File: config.mk
export PLATFORM = sky130hd
export DESIGN_NAME = half_duplex_pin_ctrl
export DESIGN_NICKNAME = d
export VERILOG_FILES = /design/src/rtl/half_duplex_pin_ctrl_pkg.sv /design/src/rtl/half_duplex_pin_sync.sv /design/src/rtl/half_duplex_pin_ctrl.sv
export SDC_FILE = /design/constraint.sdc
export NUM_CORES = 1
export LEC_CHECK = 0
export CORE_ASPECT_RATIO = 1.5
export CORE_UTILIZATION = 48
export CTS_CLUSTER_DIAMETER = 200
export DETAILED_ROUTE_END_ITERATION = 8
export GPL_TIMING_DRIVEN = 0
export PLACE_DENSITY = 0.74
export SLEW_MARGIN = 20
export SYNTH_ARGS = -nofsm -noshare
export SYNTH_HDL_FRONTEND = slang
export SYNTH_SLANG_ARGS = --single-unit
File: constraint.sdc
create_clock -name clk -period 1.7 [get_ports clk]
set_clock_uncertainty 0.05 [all_clocks]
set_input_delay 0.34 -clock clk [delete_from_list [all_inputs] [get_ports clk]]
set_output_delay 0.34 -clock clk [all_outputs]
set_load 0.1 [all_outputs]
File: src/rtl/half_duplex_pin_ctrl_pkg.sv
// Shared types and defaults for the half-duplex single-pin controller.
// Contents:
//   state_t               controller state encoding
//   CLKS_PER_BIT_DEFAULT  default clock cycles per serial bit
//   TURN_CYCLES_DEFAULT   default bus-release cycles between drive and sample
package half_duplex_pin_ctrl_pkg;

  typedef enum logic [1:0] {
    ST_IDLE   = 2'd0,
    ST_DRIVE  = 2'd1,
    ST_TURN   = 2'd2,
    ST_SAMPLE = 2'd3
  } state_t;

  localparam int CLKS_PER_BIT_DEFAULT = 4;
  localparam int TURN_CYCLES_DEFAULT  = 2;

endpackage

File: src/rtl/half_duplex_pin_sync.sv
// Two-flop synchronizer for the asynchronous pad input.
// Ports:
//   clk    in  sole clock, rising edge
//   rst_n  in  asynchronous active-low reset, clears both flops to 0
//   d      in  asynchronous input
//   q      out synchronized output (two clk cycles of latency)
module pin_sync (
  input  logic clk,
  input  logic rst_n,
  input  logic d,
  output logic q
);

  logic meta;

  always_ff @(posedge clk or negedge rst_n) begin
    if (!rst_n) begin
      meta <= 1'b0;
      q    <= 1'b0;
    end else begin
      meta <= d;
      q    <= meta;
    end
  end

endmodule

File: src/rtl/half_duplex_pin_ctrl.sv
// Half-duplex single-pin controller: drives a byte MSB first on a shared pin,
// releases the bus for a turnaround gap, then optionally samples a response
// byte MSB first from the same pin.
// Ports:
//   clk, rst_n             clock (rising edge), async active-low reset
//   tx_data[7:0]           byte to drive, MSB first
//   tx_expect              sample a response byte after the drive phase
//   tx_valid / tx_ready    request handshake; tx_ready high only in IDLE
//   pin_out, pin_oe        registered data / output enable to the IO cell
//   pin_in                 asynchronous pad input
//   rx_data[7:0]           last received byte
//   rx_valid               one-cycle pulse when rx_data updates
//   busy                   high in every state except IDLE
//
// state     | meaning
// ----------+------------------------------------------------------------
// ST_IDLE   | bus released, waiting for a request
// ST_DRIVE  | pin_oe=1, shifting 8 bits out, CLKS_PER_BIT cycles each
// ST_TURN   | bus released for TURN_CYCLES cycles before sampling/idle
// ST_SAMPLE | bus released, sampling 8 bits mid-period from pin_in
module half_duplex_pin_ctrl
  import half_duplex_pin_ctrl_pkg::*;
#(
  parameter int CLKS_PER_BIT = CLKS_PER_BIT_DEFAULT,
  parameter int TURN_CYCLES  = TURN_CYCLES_DEFAULT
) (
  input  logic       clk,
  input  logic       rst_n,
  input  logic [7:0] tx_data,
  input  logic       tx_expect,
  input  logic       tx_valid,
  output logic       tx_ready,
  output logic       pin_out,
  output logic       pin_oe,
  input  logic       pin_in,
  output logic [7:0] rx_data,
  output logic       rx_valid,
  output logic       busy
);

  localparam int CW = $clog2(CLKS_PER_BIT);
  localparam int TW = (TURN_CYCLES > 1) ? $clog2(TURN_CYCLES) : 1;
  localparam logic [CW-1:0] CNT_LAST  = CW'(CLKS_PER_BIT - 1);
  localparam logic [CW-1:0] CNT_MID   = CW'(CLKS_PER_BIT / 2);
  localparam logic [TW-1:0] TURN_LOAD = TW'(TURN_CYCLES - 1);

  state_t        state;
  logic [CW-1:0] clk_cnt;
  logic [2:0]    bit_cnt;
  logic [TW-1:0] turn_cnt;
  logic [7:0]    shreg;
  logic          expect_q;
  logic          pin_s;
  logic [7:0]    rx_shift_nxt;

  pin_sync u_pin_sync (
    .clk   (clk),
    .rst_n (rst_n),
    .d     (pin_in),
    .q     (pin_s)
  );

  // The mid-period sample and the final-cycle load can coincide when
  // CLKS_PER_BIT=2, so the load takes the already-shifted value.
  always_comb begin
    rx_shift_nxt = shreg;
    if (clk_cnt == CNT_MID) rx_shift_nxt = {shreg[6:0], pin_s};
  end

  assign busy = (state != ST_IDLE);

  always_ff @(posedge clk or negedge rst_n) begin
    if (!rst_n) begin
      state    <= ST_IDLE;
      clk_cnt  <= '0;
      bit_cnt  <= '0;
      turn_cnt <= '0;
      shreg    <= '0;
      expect_q <= 1'b0;
      tx_ready <= 1'b0;
      pin_out  <= 1'b0;
      pin_oe   <= 1'b0;
      rx_data  <= '0;
      rx_valid <= 1'b0;
    end else begin
      rx_valid <= 1'b0;
      case (state)
        ST_IDLE: begin
          tx_ready <= 1'b1;
          if (tx_valid && tx_ready) begin
            state    <= ST_DRIVE;
            tx_ready <= 1'b0;
            shreg    <= tx_data;
            expect_q <= tx_expect;
            pin_oe   <= 1'b1;
            pin_out  <= tx_data[7];
            clk_cnt  <= '0;
            bit_cnt  <= '0;
          end
        end

        ST_DRIVE: begin
          if (clk_cnt == CNT_LAST) begin
            clk_cnt <= '0;
            if (bit_cnt == 3'd7) begin
              state    <= ST_TURN;
              pin_oe   <= 1'b0;
              pin_out  <= 1'b0;
              turn_cnt <= TURN_LOAD;
            end else begin
              bit_cnt <= bit_cnt + 3'd1;
              pin_out <= shreg[6];
              shreg   <= {shreg[6:0], 1'b0};
            end
          end else begin
            clk_cnt <= clk_cnt + CW'(1);
          end
        end

        ST_TURN: begin
          if (turn_cnt == '0) begin
            if (expect_q) begin
              state   <= ST_SAMPLE;
              clk_cnt <= '0;
              bit_cnt <= '0;
            end else begin
              state    <= ST_IDLE;
              tx_ready <= 1'b1;
            end
          end else begin
            turn_cnt <= turn_cnt - TW'(1);
          end
        end

        ST_SAMPLE: begin
          shreg <= rx_shift_nxt;
          if (clk_cnt == CNT_LAST) begin
            clk_cnt <= '0;
            if (bit_cnt == 3'd7) begin
              rx_data  <= rx_shift_nxt;
              rx_valid <= 1'b1;
              state    <= ST_IDLE;
              tx_ready <= 1'b1;
            end else begin
              bit_cnt <= bit_cnt + 3'd1;
            end
          end else begin
            clk_cnt <= clk_cnt + CW'(1);
          end
        end

        default: state <= ST_IDLE;
      endcase
    end
  end

endmodule

==> flow_summary.ini <==
[status]
outcome = complete, but fails checks
violations = setup timing

[cells_and_area]
drive_gt1_frac = 0.404
n_antenna_cell = 0
final_util = 0.697
num-nets-final = 222
syn2layout_area_growth_pct = 38.5

[yosys]
synth_edf_count = 0
ys_ff_latch = 31
yosysTopAreaCellShare = 0.456
synth-warning-count = 0
synth_ff_type = dfrtp_1
synthCells = 156
netlist_area_mm2 = 0.00170
yosys-top-cells-count = dfrtp_1, nand2_1, ha_1, mux2_2, o21ai_0
yosysSeqAreaShare = 0.456
syn-mean-instance-area_um2 = 10.9
synth_area_leaders = dfrtp_1, ha_1, mux2_2
yosysMostFrequentCell = dfrtp_1
ys_async_sr_fraction = 1.00
syn-num-nets = 180
ys_types = 34
yosys.area.top_type = dfrtp_1

[critical_path]
required_ns = 1.82
end_kind = register
cp.arrival_ns = 1.86
worstPathMaxFanout = 5
startpoint_type = register
path_class = register to register

[pwr]
peakVddDrop_mv = 1.54
power_density_mw_per_mm2 = 1910
leakage_nw = 0.985

[grt]
grt_max_degree = 32
overflow = 0
grt_usage = 0.243
antenna_found_initial = 0
first_global_vias = 1405
grt_pass1_wl_mm = 6.59

[die]
start_util = 0.503
pin_count = 26
core_mm2 = 0.00338
die_h_um = 75.0
die-area_mm2 = 0.00379
die_w_um = 50.6
rows = 26

[job]
maxCapViolCount = 0

[drt]
routedWlPerCell_um = 17.4
vias_per_cell = 5.70
first_pass_iters = 4
route.vias.total = 1368
routed_wl_mm = 4.17
drtAntennaViolNets = 0
drc = 0
drtIter0Drc = 42

[timing]
tightest_slew_ns = 0.717
layout_min_cycle_time_ns = 1.74
max-slew-margin-rel = 0.522
rsz0062_at_grt = true
period_share = 1.03
setup_slack_ns = -0.0449
hold_viol = 0
maxSlewViolCount = 0
setup_viol = 2
whs_ns = 0.0536
max_freq_ghz = 0.573

[min_path]
hp-class = input pin to async pin

[clock_network]
clkTransAtPathRegs_ns = 0.07
root_buffer = clkbuf_8
cts.path.max_buffers = 2
clock_sinks = 31
cts_max_level = 2
cts_tree = built
clk_latency_ns = 0.29
numCtsBuffers = 5

[placement]
gp_congestion = 0.855
io_buffers = 25
post-dp-hpwl_mm = 2.68
==> worst max-delay path: stages (launching register included) <==
cell and delay (ns):
dfrtp_2 0.47, inv_4 0.11, ha_4 0.16, a21bo_4 0.27, o21ai_4 0.09, o21bai_4 0.17, mux2_4 0.31
==> final timing paths <==
check	depth (start not counted)	start	endpoint	slack [ns]
hold reg to reg	0	u_pin_sync.meta	u_pin_sync.q	0.32
setup / recovery	6	state[0]	bit_cnt[0]	-0.04
setup reg to reg	6	state[0]	bit_cnt[0]	-0.04
min in group clk	0	u_pin_sync.meta	u_pin_sync.q	0.32
max in group asynchronous	1	rst_n	tx_ready	1.04
hold / removal	1	rst_n	shreg[1]	0.05
==> state kept, by name, indices dropped and copies added (netlist names) <==
| register | cells |
|---|---|
| tx_ready | 1 |
| pin_oe | 1 |
| state | 2 |
| turn_cnt | 1 |
| bit_cnt | 3 |
| rx_data | 8 |
| clk_cnt | 2 |
| shreg | 8 |
| u_pin_sync.q | 1 |
| u_pin_sync.meta | 1 |
| pin_out | 1 |
| rx_valid | 1 |
| expect_q | 1 |
==> what timing repair did <==
action / 4_1_cts / 5_1_grt
resized for setup: 61 / 18
buffers inserted: 6 / 3
endpoints found under the setup margin: 26 / 22
pin swaps: 4 / 3
hold buffers: 0 / 0
cloned: 1 / 0
endpoints found under the hold margin: 0 / 0
==> power breakdown <==
group          switching [mW]  internal (mW)  leakage [nW]
sequential              0.229          0.944         0.393
clock                   0.273          0.317        0.0470
combinational            1.46           1.28         0.545
==> metal layers <==
| metal | share of wire | global-route usage | up-vias |
|---|---|---|---|
| li1 | - | - | 653 |
| met2 | 0.56 | 0.465 | 36 |
| met5 | 0 | 0 | - |
| met1 | 0.38 | 0.239 | 672 |
| met4 | 0.018 | 0.130 | 0 |
| met3 | 0.038 | 0.0545 | 7 |
==> kinds of logic (layout without fill, tap and decap cells) <==
kind of cell | after synthesis | count (layout) | synth area share
flops | 31 | 31 | 0.456
mux | 19 | 19 | 0.123
fa+ha+maj | 11 | 11 | 0.0808
buf+inv | 12 | 53 | 0.0331
compound gates | 39 | 39 | 0.186
simple gates | 44 | 45 | 0.122
==> stage by stage <==
stage / worst slack, ns / power, mW / instances / instance area (µm²) / setup TNS [ns]
after floorplan: -0.0642 / 2.80 / 156 / 1710 / -0.0642
after global placement: -0.750 / 3.19 / 223 / 2010 / -13.34
after detailed placement: -0.795 / 3.26 / 223 / 2010 / -4.89
after CTS: -0.0184 / 4.29 / 237 / 2250 / -0.0222
after global routing: -0.0782 / 4.79 / 240 / 2360 / -0.256
final: -0.0449 / 4.50 / 240 / 2360 / -0.0462
==> cells in the final DEF (no fill, tap or decap), types with 2 or more instances in the layout <==
cell type and count:
a21oi_1 5, a22o_1 3, a31oi_1 2, a32o_1 2, a41oi_1 2, buf_12 2, buf_2 3, buf_4 8
buf_6 2, clkbuf_8 6, clkdlybuf4s15_2 12, clkdlybuf4s50_1 11, dfrtp_1 28, dfrtp_2 3, ha_1 2, ha_2 3
ha_4 6, inv_1 3, inv_2 3, mux2_2 11, mux2i_1 3, mux2i_2 2, mux2i_4 2, nand2_1 26
nand3_1 3, nand3_2 2, nor2_1 7, o21ai_0 10, o221ai_1 6
==> final cells by class <==
type                       count  area, µm²
buffer                         4       32.5
clock inverter                 1       5.00
tap                           42       52.6
clock buffer                   6       82.6
sequential                    31        779
inverter                       8       36.3
fill                         236       1020
timing repair buffer          34        350
multi-input combinational    114       1020
(Power assumes the default switching activity.)
